## src/rtl/iddrx4b_deser.sv

```systemverilog
`timescale 1ns/1ps
`default_nettype none
// ============================================================================
//  Module      : iddrx4b_deser
//  Description : 1:8 input deserializer and word aligner on ECLK. Collects the
//                DR/DF bit pair from the pad DDR cell each edge, assembles
//                8-bit words (Q[0] earliest) and supports a one-bit slip of
//                the word boundary with a lockout window after each slip.
//  Revision    : 1.0 - initial release
// ============================================================================
module iddrx4b_deser #(
    parameter int unsigned SLIP_LOCKOUT = 4,
    parameter logic [7:0]  Q_RESET      = 8'h00
) (
    input  logic       ECLK,
    input  logic       RSTN,
    input  logic       DR,
    input  logic       DF,
    input  logic       ALIGNWD,
    output logic [7:0] Q,
    output logic       QVALID,
    output logic [2:0] SLIPCNT,
    output logic       ALIGNBUSY
);

    localparam logic [3:0] c_LOCKOUT = SLIP_LOCKOUT[3:0];

    // Pair captured at the previous edge; processed one edge later so that
    // Q/QVALID appear one cycle after the word's last bit is sampled.
    logic       r_dr;
    logic       r_df;
    logic       r_pvld;

    // Partial word under construction: r_acc[0..r_cnt-1] hold collected bits.
    logic [7:0] r_acc;
    logic [2:0] r_cnt;
    logic       r_skip;     // drop the next incoming stream bit

    // Slip control: r_slip is an accepted slip awaiting application.
    logic       r_slip;
    logic [3:0] r_lock;

    logic [7:0] w_acc;
    logic [2:0] w_cnt;
    logic       w_skip;
    logic       w_done;
    logic [7:0] w_word;
    logic [1:0] w_bits;
    logic       w_accept;

    assign w_bits   = {r_df, r_dr};
    assign w_accept = ALIGNWD && (r_lock == 4'd0);

    // Insert the held pair bit by bit (earliest first), emit a completed word,
    // then apply a pending slip by discarding the first bit of the next word.
    always_comb begin
        w_acc  = r_acc;
        w_cnt  = r_cnt;
        w_skip = r_skip;
        w_done = 1'b0;
        w_word = r_acc;
        if (r_pvld) begin
            for (int i = 0; i < 2; i++) begin
                if (w_skip) begin
                    w_skip = 1'b0;
                end else begin
                    w_acc[w_cnt] = w_bits[i];
                    if (w_cnt == 3'd7) begin
                        w_done = 1'b1;
                        w_word = w_acc;
                        w_cnt  = 3'd0;
                    end else begin
                        w_cnt = w_cnt + 3'd1;
                    end
                end
            end
            if (r_slip) begin
                // Nothing collected yet for the next word: skip its first
                // bit when it arrives instead.
                if (w_cnt != 3'd0) begin
                    w_acc = {1'b0, w_acc[7:1]};
                    w_cnt = w_cnt - 3'd1;
                end else begin
                    w_skip = 1'b1;
                end
            end
        end
    end

    // Capture the pad pair and advance the word assembly state.
    always_ff @(posedge ECLK or negedge RSTN) begin
        if (!RSTN) begin
            r_dr   <= 1'b0;
            r_df   <= 1'b0;
            r_pvld <= 1'b0;
            r_acc  <= 8'h00;
            r_cnt  <= 3'd0;
            r_skip <= 1'b0;
            Q      <= Q_RESET;
            QVALID <= 1'b0;
        end else begin
            r_dr   <= DR;
            r_df   <= DF;
            r_pvld <= 1'b1;
            r_acc  <= w_acc;
            r_cnt  <= w_cnt;
            r_skip <= w_skip;
            QVALID <= w_done;
            if (w_done) begin
                Q <= w_word;
            end
        end
    end

    // Accept slips outside the lockout window; report offset and busy one
    // edge after acceptance so they line up with the applied slip.
    always_ff @(posedge ECLK or negedge RSTN) begin
        if (!RSTN) begin
            r_slip    <= 1'b0;
            r_lock    <= 4'd0;
            SLIPCNT   <= 3'd0;
            ALIGNBUSY <= 1'b0;
        end else begin
            r_slip    <= w_accept;
            ALIGNBUSY <= (r_lock != 4'd0);
            if (w_accept) begin
                r_lock <= c_LOCKOUT;
            end else if (r_lock != 4'd0) begin
                r_lock <= r_lock - 4'd1;
            end
            if (r_slip) begin
                SLIPCNT <= SLIPCNT + 3'd1;
            end
        end
    end

endmodule
`default_nettype wire

```

## config.mk

```make
export PLATFORM = sky130hd
export DESIGN_NAME = iddrx4b_deser
export DESIGN_NICKNAME = d
export VERILOG_FILES = /design/src/rtl/iddrx4b_deser.sv
export SDC_FILE = /design/constraint.sdc
export NUM_CORES = 1
export LEC_CHECK = 0
export BUFFER_PORTS_ARGS = -buffer_cell sky130_fd_sc_hd__buf_2
export CORE_MARGIN = 10
export CORE_UTILIZATION = 40
export DETAILED_ROUTE_END_ITERATION = 10
export HOLD_SLACK_MARGIN = 0.08
export SLEW_MARGIN = 10
export SYNTH_ARGS = -nofsm -noshare
export SYNTH_HDL_FRONTEND = slang
export SYNTH_SLANG_ARGS = --single-unit
export TNS_END_PERCENT = 50
```

## constraint.sdc

```tcl
create_clock -name ECLK -period 6.15 [get_ports ECLK]
set_clock_uncertainty 0.2 [all_clocks]
set_input_delay 0.9225 -clock ECLK [delete_from_list [all_inputs] [get_ports ECLK]]
set_output_delay 0.9225 -clock ECLK [all_outputs]
set_load 0.05 [all_outputs]
```

==> impl_results.md <==
* Htree depth at 2
* Nets at 272
* R2r worst-path depth at 14
* Maximum clock path buffer count at 2
* Core Util, Final at 45.3%
* Leading area contributor after synthesis: dfrtp_1
* Final TNS setup at 0 ns
* FF-to-FF Start: r_cnt[0]
* Pwr/cell area at 591 nW/um2
* Die area at 9040 um2
* Post-DP HPWL at 3.47 mm
* N_diodes at 0
* First-pass GRT wire length at 8.57 mm
* Global route total overflow at 0
* Worst Tran Pin Value at 0.934 ns
* Hold Path Origin: SLIPCNT[2]
* # hold bufs at CTS at 0
* Cell area after technology mapping at 2250 um2
* Initial core utilization at 41.2%
* Worst setup path category: reg -> reg
* Delay of the slowest cell on the worst path at 0.84 ns
* Worst slack at placement at approximately 1.7 ns
* Critical Path Fanout Max at 26
* Rows at 27
* VDD IR max at 273 uV
* Pin count of the biggest net entering global routing at 34
* DR DRC count at 0
* Layout cells sized above 1 at 12.1%
* Hold EP: SLIPCNT[2]
* Gpl congestion at ~0.89
* Worst-path cell chain: ha_1, ha_1, nor3_2, nor2_1, inv_1, ha_1, ha_1, nand2b_1, ha_1, ha_1, nor2b_1, a21oi_1, a221oi_1, nor2_1
* Post-CTS Resized at 0
* Yosys warning count at 0
* Prevailing post-synth register cell: dfrtp_1
* Final Cell Area at 2480 um2
* Root buffer cell: clkbuf_8
* Crit path DAT at 4.51 ns
* Vias in the first global route at approximately 1700
* Crit path launch: r_cnt[0]
* Crit path time final at ~4.5 ns
* WL/cell at 15.4 um
* GRT Overall Usage at 11.7%
* Post-DP Area at 2350 um2
* RR Endpoint: r_acc[4]
* Crit path max-delay cell type: dfrtp_1
* Clock Sink Count at 33
* Max-Cap Viols at 0
* Worst min path class: reg -> reg
* IO Pins at 18
* DRT iter0 DRCs at 169
* EDFF count, synth at 0
* R2r setup slk at 1.62 ns
* CTS Buf Count at 5
* Final Hold Viols at 0
* Setup crit start kind: flip-flop
* Status: finished clean
* PnR worst setup slack at 1.62 ns
* Top cells by area, synth: dfrtp_1, mux2i_1, ha_1
* Post-synth top area share at 36.6%
* CP Capture Type: flip-flop
* Die Y at 95.1 um
* Leakage at about 1.1 nW
* Flops & latches, synth at 33
* Hold depth at 1
* Worst-Skew Late Latency at 0.29 ns
* I/O Buffers at 17
* Area growth from synthesis to layout at 9.99%
* Via count at 1790
* Initial antenna violation count at 0
* Synthesized Nets at 266
* Max-Slew Margin vs Limit at a little under two fifths
* Fmax at ~220 MHz
* Max-slew violation count at 0
* Core Area at 5470 um2
* CTS tree: yes
* RSZ-0062 raised after global routing: false
* Syn avg cell area at 9.05 um2
* Critical Path Most Common Cell: ha_1
* Setup violators final at 0
* Sequential share of the synthesized area at 36.6%
* Fillers at 529
* CTS clock-pin slew for the worst setup and hold paths at 0.08 ns
* WL final at 5.04 mm
* Ys async rst share at 100%
* Post-synthesis cell count at 249
* Final Cycle Share at about 74%
* Via-to-Cell Ratio at approximately 5.5
* Initial DRT Pass Iterations at 4
* Postcts setup bufs at 0
* Required @ worst endpoint at 6.13 ns
* DRT antenna net count at 0
* Distinct cells, synth at 54
* Die Width at 95.1 um
[how the worst max path moves through the flow]
stage                     endpoint  slack, ns  depth (start not counted)
after global placement    r_acc[4]       1.90                         14
after global routing      r_acc[4]       1.21                         14
after detailed placement  r_acc[0]       1.68                         13
final                     r_acc[4]       1.62                         14
after floorplan           r_acc[4]       2.79                         16
after CTS                 r_acc[4]       1.65                         14
[sequential cells by signal (all words and copies together), names as in the netlist]
signal     cells
r_acc          8
r_skip         1
ALIGNBUSY      1
r_df           1
QVALID         1
r_lock         4
r_slip         1
r_dr           1
r_pvld         1
Q              8
SLIPCNT        3
r_cnt          3
[through the flow]
step / instances / hold WS [ns] / power (mW)
2_1_floorplan: 249 / 0.274 / 1.05
3_3_place_gp: 320 / 0.254 / 1.22
3_5_place_dp: 320 / 0.259 / 1.22
4_1_cts: 328 / 0.272 / 1.47
5_1_grt: 328 / 0.312 / 1.59
6_report: 328 / 0.265 / 1.47
[layout make-up]
class                      instances  area (um2)  share of cell area, %
clock inverter                     3        65.1                   2.62
sequential                        33         826                   33.3
clock buffer                       5        68.8                   2.77
timing repair buffer              17        85.1                   3.43
tap                               72        90.1                   3.63
multi-input combinational        185        1300                   52.3
inverter                          13        48.8                   1.97
[cell usage in the layout, fill, tap and decap left out, types with 6 or more instances in the layout]
master,instances
dfrtp_1,33
nor2_1,29
mux2i_1,20
buf_2,17
nand2_1,14
inv_1,13
a21oi_1,12
ha_1,12
nor3_1,7
a31oi_1,6
o21ai_0,6
[logic make-up after synthesis]
kind of cell,count (synthesis),share of synthesized area [%]
AOI/OAI and AO/OA,53,15.6
adders and majority gates,12,6.66
xor gates and xnor gates,4,1.55
buffers and inverters,31,5.88
muxes,22,9.88
and+or+nand+nor,93,23.6
DFF,33,36.6
other,1,0.166
[synthesized netlist by cell type, drive strengths merged, types with 3 or more instances]
| library cell | number |
|---|---|
| dfrtp | 33 |
| nor2 | 30 |
| mux2i | 20 |
| nand2 | 14 |
| inv | 13 |
| a21oi | 12 |
| ha | 12 |
| o21ai | 11 |
| buf | 9 |
| clkbuf | 9 |
| nor3 | 8 |
| a31oi | 6 |
| nand2b | 5 |
| nor3b | 5 |
| and2 | 4 |
| and4bb | 4 |
| nor2b | 4 |
| o22ai | 4 |
| or3 | 4 |
| nand3 | 3 |
| nand3b | 3 |
| nor4b | 3 |
| xnor2 | 3 |
[worst max-delay path: cells and delay by family, from the launching register on]
kind,cells,cell delay (ns)
compound gates,2,0.38
fa+ha+maj,6,1.57
buf+inv,1,0.11
flops,1,0.84
simple gates,5,1.32
[metal layers]
layer  wire, um  GRT usage [%]  vias up
li1           -              -      893
met1       2480           15.9      853
met2       2300           17.8       38
met3        206           3.14        6
met4         51           2.99        0
met5          0              0        -
[report_power, final]
part,total (mW),internal (mW),switching [mW],leakage (nW)
Combinational,0.804,0.314,0.490,0.665
Clock,0.243,0.161,0.0821,0.0681
Sequential,0.418,0.303,0.115,0.397
(Power assumes the default switching activity.)
